`src/rtl/gctr_keystream_xor_pkg.sv`:
```
// Shared GCM definitions for the GCTR keystream stage: block width, J0 suffix,
// FSM state encodings and the last-block byte mask helper.
package gctr_keystream_xor_pkg;

  localparam int unsigned GCM_BLK_W = 128;
  localparam logic [31:0] J0_SUFFIX = 32'h0000_0001;

  localparam logic [2:0] S_IDLE     = 3'd0;
  localparam logic [2:0] S_J0_REQ   = 3'd1;
  localparam logic [2:0] S_J0_WAIT  = 3'd2;
  localparam logic [2:0] S_CTR_REQ  = 3'd3;
  localparam logic [2:0] S_CTR_WAIT = 3'd4;
  localparam logic [2:0] S_KS_REQ   = 3'd5;
  localparam logic [2:0] S_KS_WAIT  = 3'd6;
  localparam logic [2:0] S_XFER     = 3'd7;

  // MSB-first mask keeping bytes 0..n-1 (byte 0 = bits [127:120]); n==0 keeps all 16.
  function automatic logic [127:0] byte_mask(input logic [4:0] n);
    logic [127:0] m;
    int unsigned  lim;
    m   = '0;
    lim = (n == 5'd0) ? 32'd16 : {27'd0, n};
    for (int unsigned i = 0; i < 16; i++) begin
      m = {m[119:0], (i < lim) ? 8'hFF : 8'h00};
    end
    return m;
  endfunction

endpackage

```
`src/rtl/gctr_keystream_xor.sv`:
```
// GCTR consumer: loads the IV, encrypts J0 for the tag mask, then per block
// fetches a counter, encrypts it and XORs the keystream with the data stream.
module gctr_keystream_xor
  import gctr_keystream_xor_pkg::*;
#(
  parameter int unsigned BLK_W     = GCM_BLK_W,
  parameter bit          ZERO_TAIL = 1'b1
) (
  input  logic             clk,
  input  logic             rst_n,
  input  logic             start,
  input  logic             abort,
  input  logic [95:0]      iv96,
  output logic             ctr_load,
  output logic [95:0]      ctr_iv,
  output logic             ctr_next,
  input  logic [BLK_W-1:0] ctr_block,
  input  logic             ctr_valid,
  input  logic             aes_ready,
  output logic             aes_start,
  output logic [BLK_W-1:0] aes_block,
  input  logic [BLK_W-1:0] aes_result,
  input  logic             aes_res_valid,
  output logic [BLK_W-1:0] tag_mask,
  output logic             tag_mask_valid,
  input  logic [BLK_W-1:0] din,
  input  logic             din_valid,
  input  logic             din_last,
  input  logic [4:0]       din_bytes,
  output logic             din_ready,
  output logic [BLK_W-1:0] dout,
  output logic             dout_valid,
  output logic             dout_last,
  output logic [4:0]       dout_bytes,
  input  logic             dout_ready,
  output logic             busy,
  output logic             done
);

  logic [2:0]       r_state;
  logic [95:0]      r_ctr_iv;
  logic             r_ctr_load;
  logic [BLK_W-1:0] r_aes_block;
  logic [BLK_W-1:0] r_ks;
  logic [BLK_W-1:0] r_tag_mask;
  logic             r_tag_mask_valid;
  logic [BLK_W-1:0] r_dout;
  logic             r_dout_valid;
  logic             r_dout_last;
  logic [4:0]       r_dout_bytes;
  logic             r_done;

  logic             w_go;
  logic             w_din_fire;
  logic             w_dout_fire;
  logic [BLK_W-1:0] w_xor;

  // Request pulses are decoded from state so no request escapes during abort or reset.
  assign w_go        = rst_n & ~abort;
  assign ctr_next    = w_go & (r_state == S_CTR_REQ);
  assign aes_start   = w_go & aes_ready & ((r_state == S_J0_REQ) | (r_state == S_KS_REQ));
  assign din_ready   = w_go & (r_state == S_XFER) & (~r_dout_valid | dout_ready);
  assign w_din_fire  = din_valid & din_ready;
  assign w_dout_fire = r_dout_valid & dout_ready;

  always_comb begin
    w_xor = din ^ r_ks;
    if (ZERO_TAIL && din_last) w_xor = w_xor & byte_mask(din_bytes);
  end

  always_ff @(posedge clk) begin
    if (!rst_n) begin
      r_state          <= S_IDLE;
      r_ctr_iv         <= '0;
      r_ctr_load       <= 1'b0;
      r_aes_block      <= '0;
      r_ks             <= '0;
      r_tag_mask       <= '0;
      r_tag_mask_valid <= 1'b0;
      r_dout           <= '0;
      r_dout_valid     <= 1'b0;
      r_dout_last      <= 1'b0;
      r_dout_bytes     <= '0;
      r_done           <= 1'b0;
    end else begin
      r_ctr_load <= 1'b0;
      r_done     <= 1'b0;
      if (w_dout_fire) r_dout_valid <= 1'b0;
      if (abort) begin
        r_state          <= S_IDLE;
        r_dout_valid     <= 1'b0;
        r_tag_mask_valid <= 1'b0;
      end else begin
        case (r_state)
          S_IDLE: if (start) begin
            r_ctr_iv         <= iv96;
            r_ctr_load       <= 1'b1;
            r_tag_mask_valid <= 1'b0;
            // J0 is staged here so J0_REQ presents {ctr_iv, suffix} straight from the register.
            r_aes_block      <= {iv96, J0_SUFFIX};
            r_state          <= S_J0_REQ;
          end
          S_J0_REQ:  if (aes_ready) r_state <= S_J0_WAIT;
          S_J0_WAIT: if (aes_res_valid) begin
            r_tag_mask       <= aes_result;
            r_tag_mask_valid <= 1'b1;
            r_state          <= S_CTR_REQ;
          end
          S_CTR_REQ:  r_state <= S_CTR_WAIT;
          S_CTR_WAIT: if (ctr_valid) begin
            r_aes_block <= ctr_block;
            r_state     <= S_KS_REQ;
          end
          S_KS_REQ:  if (aes_ready) r_state <= S_KS_WAIT;
          S_KS_WAIT: if (aes_res_valid) begin
            r_ks    <= aes_result;
            r_state <= S_XFER;
          end
          S_XFER: if (w_din_fire) begin
            r_dout       <= w_xor;
            r_dout_valid <= 1'b1;
            r_dout_last  <= din_last;
            r_dout_bytes <= din_last ? din_bytes : 5'd16;
            if (din_last) begin
              r_done  <= 1'b1;
              r_state <= S_IDLE;
            end else begin
              r_state <= S_CTR_REQ;
            end
          end
          default: r_state <= S_IDLE;
        endcase
      end
    end
  end

  assign ctr_load       = r_ctr_load;
  assign ctr_iv         = r_ctr_iv;
  assign aes_block      = r_aes_block;
  assign tag_mask       = r_tag_mask;
  assign tag_mask_valid = r_tag_mask_valid;
  assign dout           = r_dout;
  assign dout_valid     = r_dout_valid;
  assign dout_last      = r_dout_last;
  assign dout_bytes     = r_dout_bytes;
  assign busy           = (r_state != S_IDLE);
  assign done           = r_done;

endmodule
```
`config.mk`:
```
export PLATFORM = sky130hd
export DESIGN_NAME = gctr_keystream_xor
export DESIGN_NICKNAME = d
export VERILOG_FILES = /design/src/rtl/gctr_keystream_xor_pkg.sv /design/src/rtl/gctr_keystream_xor.sv
export SDC_FILE = /design/constraint.sdc
export NUM_CORES = 1
export LEC_CHECK = 0
export BUFFER_PORTS_ARGS = -buffer_cell sky130_fd_sc_hd__buf_2
export CAP_MARGIN = 20
export CELL_PAD_IN_SITES_DETAIL_PLACEMENT = 2
export CELL_PAD_IN_SITES_GLOBAL_PLACEMENT = 2
export CORE_AREA = 2 2 386 388
export CTS_CLUSTER_SIZE = 24
export DETAILED_ROUTE_END_ITERATION = 6
export DIE_AREA = 0 0 388 390
export HOLD_SLACK_MARGIN = 0.12
export PLACE_DENSITY_LB_ADDON = 0.05
export SLEW_MARGIN = 5
export SYNTH_ARGS = -nofsm -noshare
export SYNTH_HDL_FRONTEND = slang
export SYNTH_SLANG_ARGS = --single-unit
```
`constraint.sdc`:
```
create_clock -name clk -period 3.4 [get_ports clk]
set_clock_uncertainty 0.2 [all_clocks]
set_input_delay 0.68 -clock clk [delete_from_list [all_inputs] [get_ports clk]]
set_output_delay 0.68 -clock clk [all_outputs]
set_load 0.05 [all_outputs]
```
# After elaboration in Yosys (flattened, before gate mapping)
# Index checks and enable logic that the tools add are counted.
dict set report totals {
  register_bits 621
  latchBits 0
  mem_bits_rw 0
  mem_bits_ro 0
  inputBits 495
  out_inout_bits 494
  wordCells 114
  memories 0
}
dict set report classes {
  addsub 0
  n_mul 0
  n_div 0
  n_lt_le_gt_ge 16
  n_eq_ne 14
  shifts 0
  muxes 39
  bitwise_logic 18
  n_reduce_logical 15
}
# cell n
set op_table {}
lappend op_table {{$mux W128} 3}
lappend op_table {{$pmux W128 S2} 1}
lappend op_table {{$and A128 B128 Y128} 1}
lappend op_table {{$mux W8} 16}
lappend op_table {{$xor A128 B128 Y128} 1}
lappend op_table {{$lt A4 B5 Y1 const A} 8}
lappend op_table {{$pmux W3 S8} 1}
lappend op_table {{$mux W3} 7}
lappend op_table {{$lt A3 B5 Y1 const A} 4}
lappend op_table {{$reduce_and A3 Y1} 5}
lappend op_table {{$ne A2 B2 Y1 const B} 7}
lappend op_table {{$eq A3 B3 Y1 const B} 4}
lappend op_table {{$lt A1 B5 Y1 const A} 2}
lappend op_table {{$lt A2 B5 Y1 const A} 2}
lappend op_table {{$mux W5} 2}
lappend op_table {{$and A1 B1 Y1} 8}
lappend op_table {{$mux W1} 7}
lappend op_table {{$reduce_and A7 Y1} 1}
lappend op_table {{$eq A3 B2 Y1 const B} 2}
lappend op_table {{$not A1 Y1} 6}
lappend op_table {{$logic_not A5 Y1} 1}
lappend op_table {{$reduce_and A4 Y1} 1}
lappend op_table {{$reduce_bool A2 Y1} 2}
lappend op_table {{$reduce_or A4 Y1} 1}
lappend op_table {{other kinds (8)} 9}

# Longest topological paths before layout
dict set report depth {
  ltp_word 7
  depth_mapped 8
  ltp_nobuf 3
}

# Worst setup path after synthesis
# OpenSTA, ideal clock, no wires.
dict set report synth_timing {
  path_type {input port to output port}
  start {input port abort}
  end {output port aes_start}
  t_arrival_ns 2.036
  required_time_ns 2.520
  path_slack_ns 0.484
  stages 4
  path_buffers 1
  path_cell_list {clkbuf_1 > nand2b_1 > or2_2 > nor2_1}
}
dict set report synth_via {
  elab_chain_cells 4
}
# item line
set synth_rtl {}
lappend synth_rtl {{start: declaration} gctr_keystream_xor.sv:12} ;# input logic abort,
lappend synth_rtl {{$not A1 Y1 (no line)} -}
lappend synth_rtl {{$and A1 B1 Y1} gctr_keystream_xor.sv:59} ;# assign w_go = rst_n & ~abort;
lappend synth_rtl {{$and A1 B1 Y1 (2 in series)} gctr_keystream_xor.sv:61} ;# assign aes_start = w_go & aes_ready & ((r_state == S_J0_REQ) | (r_state == S_KS_REQ));
lappend synth_rtl {{end: declaration} gctr_keystream_xor.sv:20} ;# output logic aes_start,
# No other way between the ends.

# Final worst setup path
dict set report layout_timing {
  start {register r_state[1]}
  end {output port ctr_next}
}
dict set report layout_via {
  elab_chain_cells 2
}
# item line
set layout_rtl {}
lappend layout_rtl {{start: declaration} gctr_keystream_xor.sv:40} ;# logic [2:0] r_state;
lappend layout_rtl {{start signal: assignment} gctr_keystream_xor.sv:73} ;# r_state <= S_IDLE;
lappend layout_rtl {{start signal: assignment} gctr_keystream_xor.sv:90} ;# r_state <= S_IDLE;
lappend layout_rtl {{start signal: assignment} gctr_keystream_xor.sv:101} ;# r_state <= S_J0_REQ;
lappend layout_rtl {{$eq A3 B2 Y1} gctr_keystream_xor.sv:60} ;# assign ctr_next = w_go & (r_state == S_CTR_REQ);
lappend layout_rtl {{$and A1 B1 Y1} gctr_keystream_xor.sv:60}
lappend layout_rtl {{end: declaration} gctr_keystream_xor.sv:16} ;# output logic ctr_next,
# No other way between the ends.

==> results.py <==
metrics = {
    "worst_setup_path": {
        "cp_top_family": "flip-flops",
        "crit_buf_inv": 2,
        "crit_required_ns": 2.52,
        "worstPathArrival_ns": 2.36,
        "critPathMaxStageDelay_ns": 0.86,
        "path_class": "reg -> out",
        "cp_max_fo": 16,
        "critPathLaunchType": "flop",
        "regToRegStartpoint": "r_state[1]",
        "end_kind": "output port",
        "startpoint": "r_state[1]",
        "slowest_stage": "dfxtp_1",
        "cp_cell_sequence": "buf_4 > nand2b_4 > nor2_1 > buf_2",
    },
    "pwr": {
        "p_per_area_nw_per_um2": 471,
        "combPwrFrac_pct": 14.5,
        "power.leakage_nw": 16.3,
        "p_int_mw": 13.6,
        "switching_power_mw": 5.66,
        "p_total_mw": 19.3,
        "p_seq_share_pct": 38.9,
        "ir_drop_mv": 0.312,
        "power_switching_share_pct": 29.3,
        "share_clk_of_total_power_pct": 46.6,
    },
    "drt": {
        "top_layer": "met5",
        "dr_wl_met2_um": 80100,
        "routed_wl_um": 166000,
        "drtIter0Drc": 1134,
        "avgViaCountPerCell": 4.68,
        "wl_met1_um": 69700,
        "wl_per_cell_um": 26.2,
        "ant_nets": 0,
        "drc": 0,
        "routed-wl-met3_um": 10900,
        "first_pass_iters": 4,
        "vias": 29700,
    },
    "grt": {
        "first_global_vias": 32300,
        "overflow": 0,
        "grt_pass1_wl_um": 238000,
        "grt_use_total_pct": 21.1,
        "antenna_found_initial": 43,
        "grt_max_degree": 130,
    },
    "place": {
        "place_inst": 5654,
        "placed_cell_area_um2": 32900,
        "io_buffer_count": 988,
        "routabilityCongestion": 0.766,
        "dp.final_hpwl_um": 115000,
    },
    "clock_network": {
        "clockBufferDepth": 3,
        "cts_made_buffers": 86,
        "clock-sinks": 621,
        "cts-root-buf": "clkbuf_16",
        "worstSkewPairLatency_ns": 0.69,
        "clkTransAtPathRegs_ns": 0.06,
        "cts_tree": "built",
        "htreeDepth": 3,
    },
    "logic_synthesis": {
        "yosys_warnings": 0,
        "ys_ff_latch": 621,
        "ys_types": 52,
        "synthCells": 3014,
        "synth_area_um2": 25800,
        "ys_seq_area_share_pct": 48.1,
        "syn_avg_cell_area_um2": 8.57,
        "syn-num-nets": 3509,
    },
    "floorplan": {
        "core-area_um2": 147000,
        "pin_count": 989,
        "rows": 141,
        "die_area_um2": 151000,
        "die_h_um": 390,
        "chipWidth_um": 388,
        "start_util_pct": 17.6,
    },
    "sta": {
        "tns_ns": 0,
        "rsz0062_at_grt": "false",
        "finalHoldViolCount": 0,
        "finalCriticalPeriod_ns": 3.24,
        "maxSlewHeadroom_pct": 34.3,
        "setup_viol": 0,
        "clock.fmax_mhz": 308,
        "worst_slew_pin_slew_ns": 0.986,
        "fin_hold_ws_ns": 0.167,
        "finalCritPeriodShare_pct": 95.4,
        "drv_slew": 0,
    },
    "job": {
        "cap_violations": 0,
    },
    "final_layout": {
        "nNetsFinal": 4837,
        "design_area_um2": 41000,
        "area_delta_synth_final_pct": 58.6,
        "layout.cells.non_filler": 6348,
        "drive_gt1_share_pct": 28.0,
    },
    "min_path": {
        "hp-class": "in -> reg",
        "hp-start": "din[110]",
    },
    "outcome": {
        "status": "finished clean",
    },
}
-- metrics by stage --
stage / util [%] / worst slack [ns]
after floorplan: - / 0.484
after global placement: 22.4 / 0.719
after detailed placement: 22.4 / 0.665
after CTS: 27.8 / 0.0658
after global routing: 27.9 / 0.00770
final: 27.9 / 0.155
-- path summary, 6_finish.rpt --
check | end | depth (start not counted) | slack [ns]
hold / removal | dout[110] | 3 | 0.17
setup / recovery | ctr_next | 4 | 0.16
hold reg to reg | dout[125] | 2 | 0.26
setup reg to reg | aes_block[102] | 5 | 0.26
-- what timing repair did --
item                                   CTS  global route
buffers inserted                         0             0
endpoints found under the hold margin  600             0
hold buffers                           530             0
setup endpoints to repair                0             5
gates resized for setup                  0             2
-- area by class of cell --
cell class              count  area, µm²
inverters                   6       33.8
well taps                1930       2410
multi-input cells        2014      11900
clock buffers             131       2490
fillers                 16900     106000
diodes                     13       32.5
repair buffers           1613      11400
flip-flops and latches    621      12400
clock inverters            20        214
-- cells by family after synthesis --
family / after synthesis / share of synthesized area, %
flip-flops: 621 / 48.1
AO/OA/AOI/OAI: 1218 / 28.7
XOR/XNOR: 129 / 4.37
multiplexers: 15 / 0.586
AND/OR/NAND/NOR: 652 / 12.2
buffers and inverters: 379 / 6.11
-- tightest hold or removal path, cell delays in order --
cell     delay (ns)
buf_2          0.09
xnor2_1        0.15
o41ai_1        0.07
-- metal layers --
metal	global-route usage (%)	vias up
li1	-	13900
met1	25.2	14800
met2	35.9	794
met3	6.34	236
met4	6.69	34
met5	0	-
-- synthesized netlist by cell type (all sizes together) --
| library cell | count | area (µm²) |
|---|---|---|
| nand2 | 211 | 792 |
| and3 | 1 | 6.26 |
| clkinv | 1 | 3.75 |
| mux2 | 1 | 11.3 |
| and2 | 1 | 6.26 |
| o311ai | 120 | 1050 |
| xor2 | 1 | 8.76 |
| nand4 | 31 | 194 |
| mux2i | 14 | 140 |
| nand4b | 1 | 23.8 |
| nand2b | 5 | 31.3 |
| nor2b | 2 | 12.5 |
| or2 | 2 | 12.5 |
| o21ai | 383 | 1920 |
| a31oi | 2 | 12.5 |
| o21a | 2 | 15.0 |
| nor3 | 13 | 80.1 |
| a21o | 1 | 7.51 |
| dfxtp | 621 | 12400 |
| and3b | 1 | 8.76 |
| nor2 | 11 | 41.3 |
| or3 | 3 | 23.8 |
| and4 | 1 | 8.76 |
| nor4b | 1 | 15.0 |
| buf | 76 | 443 |
| inv | 5 | 18.8 |
| nor3b | 4 | 30.0 |
| o41ai | 120 | 1050 |
| o211a | 1 | 10.0 |
| a211oi | 3 | 27.5 |
| o31ai | 2 | 15.0 |
| a311oi | 98 | 858 |
| xnor2 | 128 | 1120 |
| or4 | 3 | 22.5 |
| o2111ai | 1 | 8.76 |
| o31a | 1 | 8.76 |
| clkbuf | 297 | 1110 |
| o221ai | 1 | 8.76 |
| or3b | 3 | 26.3 |
| nand3 | 355 | 1780 |
| a21oi | 483 | 2420 |
| nor4 | 3 | 31.3 |
-- flip-flops by register name, indices dropped and copies added (netlist names) --
| signal | cells |
|---|---|
| tag_mask | 128 |
| tag_mask_valid | 1 |
| r_state | 3 |
| aes_block | 128 |
| dout_valid | 1 |
| dout_last | 1 |
| done | 1 |
| dout_bytes | 5 |
| dout | 128 |
| ctr_load | 1 |
| r_ks | 128 |
| ctr_iv | 96 |
-- cell usage in the layout, fill, tap and decap left out, types with 60 or more instances in the layout --
cell type,n
xnor2_1,128
dlygate4sd3_1,530
o311ai_0,120
o21ai_0,377
clkbuf_16,87
nand3_1,355
o41ai_1,120
a311oi_1,97
a21oi_1,483
dfxtp_1,620
buf_4,60
buf_2,986
nand2_1,210
-- power groups by stage --
stage | Clock [mW] | Sequential, mW | Combinational (mW)
after floorplan | 0 | 8.14 | 0.696
after global placement | 0 | 7.66 | 2.28
after detailed placement | 0 | 7.66 | 2.28
after CTS | 9.38 | 7.50 | 2.84
after global routing | 9.63 | 7.52 | 2.99
final | 8.99 | 7.50 | 2.80
Note: power is estimated with default switching activity, not from simulation.
